[config.mk]
export PLATFORM = sky130hd
export DESIGN_NAME = cache_mem_arbiter
export DESIGN_NICKNAME = d
export VERILOG_FILES = /design/src/rtl/cache_mem_arbiter.sv
export SDC_FILE = /design/constraint.sdc
export NUM_CORES = 1
export LEC_CHECK = 0
export ABC_AREA = 1
export BUFFER_PORTS_ARGS = -buffer_cell sky130_fd_sc_hd__buf_2
export CAP_MARGIN = 10
export CORE_AREA = 3 3 537 539
export CTS_CLUSTER_DIAMETER = 40
export DETAILED_ROUTE_END_ITERATION = 6
export DIE_AREA = 0 0 540 542
export PLACE_DENSITY_LB_ADDON = 0.12
export SLEW_MARGIN = 20
export SYNTH_ARGS = -nofsm -noshare
export SYNTH_HDL_FRONTEND = slang
export SYNTH_SLANG_ARGS = --single-unit
[constraint.sdc]
create_clock -name clk -period 15.55 [get_ports clk]
set_input_delay 3.11 -clock clk [delete_from_list [all_inputs] [get_ports clk]]
set_output_delay 3.11 -clock clk [all_outputs]
set_load 0.05 [all_outputs]
[src/rtl/cache_mem_arbiter.sv]
// cache_mem_arbiter: shares one pmem line port between I-cache and D-cache; optional ARB_PERF_COUNTERS_EN adds grant/wait counters
module cache_mem_arbiter #(
    parameter int LINE_W       = 256,
    parameter int ADDR_W       = 32,
    parameter int STARVE_LIMIT = 4,
    parameter int CNT_W        = 32
) (
    input  logic              clk,
    input  logic              rst,
    input  logic              i_read,
    input  logic [ADDR_W-1:0] i_address,
    output logic [LINE_W-1:0] i_rdata,
    output logic              i_resp,
    input  logic              d_read,
    input  logic              d_write,
    input  logic [ADDR_W-1:0] d_address,
    input  logic [LINE_W-1:0] d_wdata,
    output logic [LINE_W-1:0] d_rdata,
    output logic              d_resp,
    output logic              pmem_read,
    output logic              pmem_write,
    output logic [ADDR_W-1:0] pmem_address,
    output logic [LINE_W-1:0] pmem_wdata,
    input  logic [LINE_W-1:0] pmem_rdata,
    input  logic              pmem_resp
`ifdef ARB_PERF_COUNTERS_EN
    ,
    output logic [CNT_W-1:0]  i_grant_cnt,
    output logic [CNT_W-1:0]  d_grant_cnt,
    output logic [CNT_W-1:0]  i_wait_cnt
`endif
);
    localparam int SW = $clog2(STARVE_LIMIT + 1);
    typedef enum logic [1:0] {IDLE, SERVE_I, SERVE_D} state_t;
    state_t state, state_nx;
    logic [SW-1:0] starve_cnt, starve_nx;
    logic [ADDR_W-1:0] addr;
    logic [LINE_W-1:0] wdata;
    logic op_write, grant_i, grant_d, starved;
    // grant decision, starvation tracking and next state
    always_comb begin
        starved = i_read && (starve_cnt >= SW'(STARVE_LIMIT));
        grant_d = (state == IDLE) && (d_read || d_write) && !starved;
        grant_i = (state == IDLE) && !grant_d && i_read;
        state_nx = grant_d ? SERVE_D : grant_i ? SERVE_I : (state != IDLE && pmem_resp) ? IDLE : state;
        starve_nx = starve_cnt;
        if (state == IDLE)
            starve_nx = (grant_i || !i_read) ? '0 :
                        (grant_d && starve_cnt != SW'(STARVE_LIMIT)) ? starve_cnt + 1'b1 : starve_cnt;
    end
    // state register plus transaction latch taken at the grant edge
    always_ff @(posedge clk or posedge rst) begin
        if (rst) begin
            state <= IDLE;
            starve_cnt <= '0;
            addr <= '0;
            wdata <= '0;
            op_write <= 1'b0;
        end else begin
            state <= state_nx;
            starve_cnt <= starve_nx;
            if (grant_d || grant_i) begin
                addr <= grant_d ? d_address : i_address;
                wdata <= grant_d ? d_wdata : '0;
                op_write <= grant_d && d_write;
            end
        end
    end
    assign pmem_read    = (state != IDLE) && !op_write;
    assign pmem_write   = (state != IDLE) && op_write;
    assign pmem_address = addr & ~ADDR_W'(31);
    assign pmem_wdata   = wdata;
    assign i_resp       = (state == SERVE_I) && pmem_resp;
    assign d_resp       = (state == SERVE_D) && pmem_resp;
    assign i_rdata      = i_resp ? pmem_rdata : '0;
    assign d_rdata      = d_resp ? pmem_rdata : '0;
`ifdef ARB_PERF_COUNTERS_EN
    // saturating grant and I-wait counters
    always_ff @(posedge clk or posedge rst) begin
        if (rst) begin
            i_grant_cnt <= '0;
            d_grant_cnt <= '0;
            i_wait_cnt <= '0;
        end else begin
            if (grant_i && i_grant_cnt != '1) i_grant_cnt <= i_grant_cnt + 1'b1;
            if (grant_d && d_grant_cnt != '1) d_grant_cnt <= d_grant_cnt + 1'b1;
            if (i_read && state != SERVE_I && i_wait_cnt != '1) i_wait_cnt <= i_wait_cnt + 1'b1;
        end
    end
`endif
endmodule

==> metrics <==
outcome=completed; Max Cap Viol=0; crit path cell chain=buf_2, inv_1, nor3_2, inv_8, buf_12, nor2_1, buf_2; H-tree depth=3; Setup Skew=41.5 ps; Routed WL per cell=between 20 and 30 um; Req. time, crit path=12440 ps; most common flop cell mapped by yosys=dfrtp_1; Synth cell types=23; mapped cell area=roughly 15000 um2; Synth Instances=roughly 2200; setup bufs post-CTS=0; FF-to-FF End=pmem_wdata[71]$_DFFE_PP0P_; R2R setup slack=about 11000 ps; final WL=187000 um; TritonCTS clock tree=yes; fin crit share=~54%; FF+latch count, synth=roughly 290; Max Root-Sink Buffers=3; largest family of logic cells by synthesized area=simple AND/OR/NAND/NOR gates; initial antenna violation count=137; post_cts resized=0; Leakage=about 17 nW; EDFF count, synth=0; reg2reg start=state[1]$_DFFE_PP0P_; port buffer count=about 1400; setup ws final=roughly 7200 ps; drt first pass iters=5; Sequential Area=around 7200 um2; fin nets=~4100; # clock sinks=just under 300; area leader, netlist=dfrtp_1; Slew Limit Headroom=30.9%; unrepaired setup endpoints after global routing=no; Max Fclk=roughly 120 MHz; routability cong.=0.862; drt first-iter violations=approximately 1100; share of cells above drive strength 1=about 43%; hpwl dp=159000 um; Crit path largest cell delay=between 300 and 400 ps; reg2reg path depth=8; Yosys warnings=0; Area contributors post-synth=dfrtp_1, nand2_1, nor2_1, nand3_1, inv_1; Crit-path slowest cell=buf_12; most used cell, CP=buf_2; met1 Use GR=approximately an eighth; Setup WS pre-CTS=7240 ps; Die Wd=around 540 um; maximum vdd drop=a little under 0.0001 V; Hold EP=pmem_wdata[163]$_DFFE_PP0P_; largest net degree at the start of global routing=around 180; final setup vio count=0; hold path depth=2; TritonCTS buffer count=87; finished layout cell area=29400 um2; Worst-path clk slew=around 40 ps; vias per cell=about 2.8; M2 GR Usage=around a fifth; register area share after synthesis=between 40% and 50%; Final ANT Viol Nets=0; row count=~200; Boundary Pins=~1400; drt drc=0; Slew Limit Fails=0; crit path DAT=~5300 ps; die height=about 540 um; Setup crit start kind=input pin; area of the multi-input gates=slightly above 6000 um2; Mean Syn Cell Area=between 6 and 7 um2; post-synthesis adder-cell area fraction=less than 1%; Synth top area share=between 40% and 50%; Synth Area in Compound Gates=less than 1%; Clock Latency Late Sink=approximately 680 ps; largest fanout on the critical path=about 140; GR Util met3=5.71%; crit path capture type=output pin; Layout area overhead=93.7%; hold_buf cts=0; min-delay src=pmem_wdata[163]$_DFFE_PP0P_; Post-Synth Simple-Gate Area=a little under 40%; vias in the first global route=~21000; FFs w/ async S/R, synth=100%; filler cell count=between 30000 and 40000; grt ovf=0; Crit path buffers/inverters=5; Tmin final=8380 ps; core area=between 200000 and 300000 um2; xor and xnor area share after synthesis=less than 1%; GRT Resource Usage Total=between 10% and 20%; GRT Max-Usage Layer=met2; final hold violations=0; Die Area=between 200000 and 300000 um2; crit path kind=in -> out; hold_ws=486 ps; Fin Setup TNS=0 ps; Hold Path Class=reg -> reg; first-pass GRT wire length=about 230000 um; Post-DP Area=26100 um2; post-synthesis mux area share=0%; Root Buffer=clkbuf_16; Top delay family on crit path=buffers and inverters; measured slew at the worst slew-check pin=around 1000 ps; via count=20700; effective utilization at floorplan=about 5.3%; Pwr Density=250 nW/um2
[worst max-delay path by stage]
stage               startpoint  slack (ps)              endpoint  cells after the start
floorplan                  rst        4460  addr[10]$_DFFE_PP0P_                      1
global placement     pmem_resp        7250           i_rdata[43]                      7
CTS                  pmem_resp        7230           i_rdata[43]                      7
global route         pmem_resp        7100           i_rdata[43]                      7
finish               pmem_resp        7170          i_rdata[175]                      7
detailed placement   pmem_resp        7240           i_rdata[43]                      7
[worst register-to-register path, delay by kind of cell, from the launching register on]
family	cells	cell delay, ps
buf+inv	4	2650
flops	1	440
simple gates	4	1520
[synthesized netlist by cell type (2+ instances only)]
library cell,instances
inv_2,3
buf_1,14
nand3_1,285
clkbuf_1,77
nand3_4,2
nor2_1,516
dfrtp_1,289
nand2_1,627
nand4_1,29
nor3_2,2
buf_4,12
nand2_2,2
buf_6,27
inv_1,266
buf_2,34
o21ai_0,2
[where the power goes]
| group | switching, mW | total (mW) | leakage (nW) | internal, mW |
|---|---|---|---|---|
| clock network | 0.605 | 2.01 | 1.59 | 1.40 |
| registers | 0.194 | 1.31 | 3.59 | 1.12 |
| logic | 3.33 | 4.04 | 11.7 | 0.701 |
| total | 4.13 | 7.35 | 16.9 | 3.22 |
[registers in the layout, indices dropped and copies added (netlist names)]
signal and count:
op_write 1, starve_cnt 3, addr 27, state 2
pmem_wdata 256
[final cells by class]
type	instances	area share [%]
Antenna cell	34	0.289
Clock buffer	123	8.55
Clock inverter	40	2.46
Inverter	269	3.54
Multi-Input combinational cell	1476	20.6
Sequential cell	289	24.6
Tap cell	3762	16.0
Timing Repair Buffer	1387	24.0
[cell usage in the layout, fill, tap and decap left out, drive strengths merged]
cell type,Yosys,final
buf,87,1387
nand2,630,630
nor2,517,517
dfrtp,289,289
nand3,287,287
inv,269,272
clkbuf,77,123
diode,0,34
nand4,29,29
clkinv,0,19
bufinv,0,17
conb,1,5
o21ai,3,3
nor3,2,2
xor2,1,1
a21oi,1,1
ha,1,1
clkinvlp,0,1
[metal layers]
metal | vias up | routed length [um]
met3 | 318 | 20600
met5 | - | 207
li1 | 9286 | -
met2 | 1211 | 91800
met1 | 9813 | 68200
met4 | 36 | 5760
[per-stage QoR]
stage	std cells	util, %	total power [mW]
2_1_floorplan	2198	-	3.98
3_3_place_gp	7182	9.16	5.48
3_5_place_dp	7182	9.16	5.47
4_1_cts	7345	10.3	7.55
5_1_grt	7366	10.3	7.81
6_report	7380	10.3	7.35
[kinds of logic (layout without fill, tap and decap cells)]
group	Yosys count	in the layout
adders and majority gates	1	1
xor gates and xnor gates	1	1
other	1	39
AOI/OAI and AO/OA	4	4
and+or+nand+nor	1465	1465
buffers and inverters	433	1819
DFF	289	289
Note: power is estimated with default switching activity, not from simulation.
